File: src/rtl/rr_decode_arbiter.sv
// rr_decode_arbiter: round-robin owner of a shared active-low 2-to-4 select, with a park cycle between grants.
// Define ARB_HOLD_LIMIT_EN to force a release after HOLD_MAX grant cycles when others are waiting.
module rr_decode_arbiter #(
   parameter int HOLD_MAX = 8
) (
   input  logic       clk,
   input  logic       rst,
   input  logic [3:0] req_i,
   output logic       grant_valid_o,
   output logic [1:0] grant_sel_o,
   output logic [3:0] grant_n_o,
   output logic       timeout_o
);
   typedef enum logic [1:0] {IDLE, GRANT, PARK} state_t;
   state_t     state_q, state_d;
   logic [1:0] sel_q, sel_d, last_q, last_d, win;
   logic       timeout_q, timeout_d, drop, expire, release_w;
   if (HOLD_MAX < 2 || HOLD_MAX > 15) begin : g_bad_hold
      $error("HOLD_MAX must be within 2..15");
   end
   // descending offsets so the nearest requester after last_q wins; last_q itself ranks lowest
   always_comb begin
      win = last_q;
      for (int i = 4; i >= 1; i--) if (req_i[last_q + 2'(i)]) win = last_q + 2'(i);
   end
   assign drop = !req_i[sel_q];
`ifdef ARB_HOLD_LIMIT_EN
   logic [3:0] cnt_q, cnt_d;
   assign expire = cnt_q >= 4'(HOLD_MAX - 1) && |(req_i & ~(4'b0001 << sel_q));
   assign cnt_d  = state_q != GRANT ? 4'd0 : cnt_q + 4'(cnt_q != 4'hf);
   always_ff @(posedge clk) begin
      if (rst) cnt_q <= 4'd0;
      else     cnt_q <= cnt_d;
   end
`else
   assign expire = 1'b0;
`endif
   assign release_w = state_q == GRANT && (drop || expire);
   always_ff @(posedge clk) begin
      if (rst) begin
         state_q   <= IDLE;
         sel_q     <= 2'd0;
         last_q    <= 2'd3;
         timeout_q <= 1'b0;
      end else begin
         state_q   <= state_d;
         sel_q     <= sel_d;
         last_q    <= last_d;
         timeout_q <= timeout_d;
      end
   end
   always_comb begin
      state_d   = state_q == GRANT ? (release_w ? PARK : GRANT) : (|req_i ? GRANT : IDLE);
      sel_d     = state_q != GRANT && |req_i ? win : sel_q;
      last_d    = release_w ? sel_q : last_q;
      timeout_d = release_w && !drop;
   end
   always_comb begin
      grant_valid_o = state_q == GRANT;
      grant_sel_o   = sel_q;
      grant_n_o     = state_q == GRANT ? ~(4'b0001 << sel_q) : 4'b1111;
      timeout_o     = timeout_q;
   end
endmodule

File: config.mk
export PLATFORM = sky130hd
export DESIGN_NAME = rr_decode_arbiter
export DESIGN_NICKNAME = d
export VERILOG_FILES = /design/src/rtl/rr_decode_arbiter.sv
export SDC_FILE = /design/constraint.sdc
export NUM_CORES = 1
export LEC_CHECK = 0
export ABC_AREA = 1
export CAP_MARGIN = 20
export CELL_PAD_IN_SITES_DETAIL_PLACEMENT = 1
export CELL_PAD_IN_SITES_GLOBAL_PLACEMENT = 1
export CORE_MARGIN = 2
export CORE_UTILIZATION = 31
export CTS_CLUSTER_DIAMETER = 100
export DETAILED_ROUTE_END_ITERATION = 8
export PLACE_DENSITY_LB_ADDON = 0.1
export SYNTH_ARGS = -nofsm -noshare
export SYNTH_HDL_FRONTEND = slang
export SYNTH_SLANG_ARGS = --single-unit
File: constraint.sdc
create_clock -name clk -period 2.9 [get_ports clk]
set_clock_uncertainty 0.2 [all_clocks]
set_input_delay 0.725 -clock clk [delete_from_list [all_inputs] [get_ports clk]]
set_output_delay 0.725 -clock clk [all_outputs]
set_load 0.05 [all_outputs]
==> flow_summary.ini, run 1 <==
[synth]
synth_fa_ha_area_share_pct = 0
yosysMostFrequentCell = nand2_1
muxShareOfSynthArea_pct = 0
synth_edf_count = 0
synthXorXnorAreaFrac_pct = 0
seq_area_frac_synth_pct = 28.9
synth_area_leaders = dfxtp_1 (29%), nand2_1 (20%), nand3_1 (10%)
synth_flop_cell = dfxtp_1
async_flop_share_pct = 0
yosys.area_share.simple_pct = 42.8
synth_top_family_by_area = simple AND/OR/NAND/NOR gates
synth_warnings = 0
ys_seq_elements = 7
avgSynthCellArea_um2 = 5.99
synth_top_area_cell = dfxtp_1
yosys.area.top_type_share_pct = 28.9
synth_compound_area_share_pct = 12.4
yosysUniqueCellTypes = 19
synth_cells = 81
synth_area_um2 = 485
syn-num-nets = 87
ys_top_cells_by_count = nand2_1 (26), inv_1 (12), nand3_1 (10)

[cts]
root_buffer = clkbuf_4
cts_buffer_depth = 2
clkSinkCount = 7
cts_buffers = 3
tritoncts = built
cts_hold_buf = 0
h-tree-depth = 1
clkTransAtPathRegs_ns = 0.05
cts_resized = 0
clk_latency_ns = 0.25
postCtsSetupBuffers = 0

[critical_path]
criticalPathCategory = register to output pin
cpLargestDelayFamily = buffers and inverters
cp_slowest_cell = clkdlybuf4s50_1
crit_chain = inv_1 > nor2_2 > clkdlybuf4s50_1
cp_num_buf_inv = 2
max_stage_delay_ns = 0.86
cp_max_fo = 8
arrival_ns = 1.70
required_ns = 1.98
crit_path_start_kind = register
crit_path_end_kind = output pin

[sta]
final_hold_viol_count = 0
setup_tns_ns = 0
setup_violations = 0
finalCriticalPeriod_ns = 2.62
post-route-period-util_pct = 90.5
grt_setup_unrepaired = false
max_freq_ghz = 0.381
slew_viol_final = 0

[placed_design]
io_buffer_count = 13
dp_hpwl_um = 1060
gp_congestion = 0.739

[global_routing]
overflow = 0
track_usage_pct = 15.8
grt_max_degree = 11
grt_first_pass_wirelength_um = 2210
first_global_vias = 508
grt_antenna_before_repair = 0

[drt]
ant_nets = 0
drt_iter0_drc = 11
wl_met1_um = 644
drc = 0
top_layer = met4
vias = 540
wl_um = 1290
wire_per_inst_um = 11.4
via_per_inst = 4.78
route.met2.wl_um = 553
dr.pass1.iters = 4
met3WireLength_um = 71

[die]
die-area_mm2 = 0.00190
rows = 14
io_pins = 14
core_area_mm2 = 0.00149
die_w_um = 43.6
die_height_um = 43.6
initial_core_util_pct = 32.6

[run]
cap_violations = 0

[cells_and_area]
diodes = 0
drive_above_1_share_pct = 12.4
fill_cells = 206
area_delta_synth_final_pct = 34.0
fin_nets = 104

[status]
outcome = completed

[pwr]
ir_drop_v = 0.000344
power.density_mw_per_mm2 = 866
fin_total_pwr_mw = 0.563
leakagePower_nw = 0.337

[hold_path]
hp-class = register to register
[state kept, by name, summed over array words and instances (netlist names)]
register / cells
grant_sel_o: 2
timeout_o: 1
state_q: 2
last_q: 2
[routing by layer]
metal,global-route usage (%),vias to the layer above
met5,0,-
met4,5.45,0
met3,5.00,4
met2,22.9,12
met1,22.0,239
li1,-,285
[layout by cell type (no fill, tap or decap), types with 3 or more instances in the layout]
cell type	netlist	routed
inv_1	12	12
nand2_1	26	26
nand2_2	5	5
dfxtp_1	7	7
clkbuf_4	0	3
clkdlybuf4s50_1	0	13
nor2_1	3	3
nand3_1	10	10
a21oi_1	4	4
[worst paths after layout]
check                                                    to  cells past startpoint  slack, ns                         from
worst max-delay path                          grant_valid_o                      3       0.28        state_q[0]$_SDFF_PP0_
worst min-delay path            grant_sel_o[1]$_SDFFE_PP0P_                      2       0.42  grant_sel_o[1]$_SDFFE_PP0P_
worst max register to register  grant_sel_o[1]$_SDFFE_PP0P_                      7       1.29       last_q[0]$_SDFFE_PP1P_
worst min register to register  grant_sel_o[1]$_SDFFE_PP0P_                      2       0.42  grant_sel_o[1]$_SDFFE_PP0P_
[kinds of logic after synthesis]
| logic type | Yosys count |
|---|---|
| flops | 7 |
| buf+inv | 16 |
| simple gates | 47 |
| other cells | 1 |
| compound gates | 10 |
[tightest hold or removal path, cell delays in order, from the launching register on]
cell and delay [ns]:
dfxtp_1 0.35, o21ai_0 0.18, nor2_1 0.05
[power by group]
group / switching [mW] / leakage [nW] / internal, mW
clock network: 0.0358 / 0.0150 / 0.0525
registers: 0.0347 / 0.0582 / 0.119
logic: 0.213 / 0.264 / 0.108
[cell type report]
| type | instances | area [um2] | area share (%) |
|---|---|---|---|
| clock buffer | 4 | 26.3 | 4.04 |
| inverter | 15 | 62.6 | 9.62 |
| multi-input combinational | 58 | 272 | 41.7 |
| sequential | 7 | 140 | 21.5 |
| tap | 16 | 20.0 | 3.08 |
| timing repair buffer | 13 | 130 | 20.0 |
[through the flow]
step                setup WS, ns  instances  util, %  hold slack [ns]  area, um2
finish                     0.277        113     43.7            0.424        651
global route               0.188        113     43.7            0.483        651
CTS                        0.265        113     43.7            0.414        651
detailed placement         0.536        109     41.9            0.402        624
global placement           0.523        109     41.9            0.413        624
floorplan                  0.520         81        -            0.330        485
Note: power is estimated with default switching activity, not from simulation.
==> run 2: changes to the inputs <==
--- a/config.mk
+++ b/config.mk
@@ -13,7 +13,7 @@
 export CORE_UTILIZATION = 31
 export CTS_CLUSTER_DIAMETER = 100
 export DETAILED_ROUTE_END_ITERATION = 8
-export PLACE_DENSITY_LB_ADDON = 0.1
+export PLACE_DENSITY_LB_ADDON = 0.2
 export SYNTH_ARGS = -nofsm -noshare
 export SYNTH_HDL_FRONTEND = slang
 export SYNTH_SLANG_ARGS = --single-unit
==> constraint.sdc (replaced) <==
create_clock -name clk -period 3.3 [get_ports clk]
set_clock_uncertainty 0.2 [all_clocks]
set_input_delay 0.825 -clock clk [delete_from_list [all_inputs] [get_ports clk]]
set_output_delay 0.825 -clock clk [all_outputs]
set_load 0.05 [all_outputs]
==> run 2 against run 1 <==
Final cell count is the same. Largest cell class unchanged. Design area is the same. Die area did not move.
==> flow_summary.ini, run 2 (synthesis results as in run 1) <==
[die]
rows = 14
die-area_mm2 = 0.00190
io_pins = 14
core_area_mm2 = 0.00149
die_w_um = 43.6
initial_core_util_pct = 32.6
die_height_um = 43.6

[sta]
finalCriticalPeriod_ns = 2.74
slew_viol_final = 0
setup_violations = 0
setup_tns_ns = 0
grt_setup_unrepaired = false
max_freq_ghz = 0.365
hold_ws_ns = 0.423
final_hold_viol_count = 0
post-route-period-util_pct = 83.0

[critical_path]
arrival_ns = 1.71
crit_path_start_kind = register
criticalPathCategory = register to output pin
required_ns = 2.27
cp_max_fo = 6
r2r_slack_ns = 1.67
crit_path_end_kind = output pin

[pwr]
power.density_mw_per_mm2 = 770
leakagePower_nw = 0.337
ir_drop_v = 0.000235
fin_total_pwr_mw = 0.501

[global_routing]
grt_first_pass_wirelength_um = 2330
overflow = 0
grt_max_degree = 11
grt_antenna_before_repair = 0
track_usage_pct = 16.6
first_global_vias = 534

[drt]
drt_iter0_drc = 3
wl_met1_um = 644
route.met2.wl_um = 573
top_layer = met4
dr.pass1.iters = 3
ant_nets = 0
via_per_inst = 4.84
wire_per_inst_um = 11.5
vias = 547
wl_um = 1300
met3WireLength_um = 62
drc = 0

[run]
cap_violations = 0

[status]
outcome = completed

[cts]
root_buffer = clkbuf_4
cts_buffer_depth = 2
cts_resized = 0
tritoncts = built
postCtsSetupBuffers = 0
clkTransAtPathRegs_ns = 0.06
cts_buffers = 3
h-tree-depth = 1
clk_latency_ns = 0.27
cts_hold_buf = 0
clkSinkCount = 7

[cells_and_area]
area_delta_synth_final_pct = 34.0
final_common_cell = nand2_1
drive_above_1_share_pct = 12.4
final_area_um2 = 651
fin_nets = 104
diodes = 0
most-common-layout-cells = nand2_1 (26), clkdlybuf4s50_1 (13), inv_1 (12)

[placed_design]
gp_congestion = 0.748
io_buffer_count = 13
postPlaceCellArea_um2 = 624
dp_hpwl_um = 1020

[hold_path]
hp-class = register to register
-- run 2: power breakdown --
part,internal (mW),switching (mW),total (mW),leakage (nW)
registers,0.104,0.0301,0.134,0.0582
logic,0.0953,0.188,0.283,0.264
clock network,0.0465,0.0370,0.0835,0.0150
total,0.246,0.255,0.501,0.337
-- run 2: metrics by stage --
stage | cells | util (%) | worst slack, ns
detailed placement | 109 | 41.9 | 0.834
finish | 113 | 43.7 | 0.561
global placement | 109 | 41.9 | 0.840
floorplan | 81 | - | 0.820
global route | 113 | 43.7 | 0.439
CTS | 113 | 43.7 | 0.530
-- run 2: final cells by class --
class                   count  area [um2]
inverters                  15        62.6
flip-flops and latches      7         140
multi-input cells          58         272
fillers                   211         838
repair buffers             13         130
clock buffers               4        26.3
well taps                  16        20.0
-- run 2: path summary, 6_finish.rpt --
kind / start / endpoint / depth (start not counted)
max: grant_sel_o[0]$_SDFFE_PP0P_ / grant_n_o[0] / 3
min: last_q[1]$_SDFFE_PP1P_ / last_q[1]$_SDFFE_PP1P_ / 2
min reg2reg: last_q[1]$_SDFFE_PP1P_ / last_q[1]$_SDFFE_PP1P_ / 2
max reg2reg: last_q[0]$_SDFFE_PP1P_ / grant_sel_o[1]$_SDFFE_PP0P_ / 7
-- run 2: worst max-delay path, stage by stage, from the launching register on --
cell and delay [ns]:
dfxtp_1 0.40, inv_1 0.14, nand3_1 0.10, clkdlybuf4s50_1 0.80
-- run 2: layer usage --
layer	track usage, %	up-vias
li1	-	284
met1	21.7	247
met2	25.9	13
met3	5.00	3
met4	5.45	0
met5	0	-
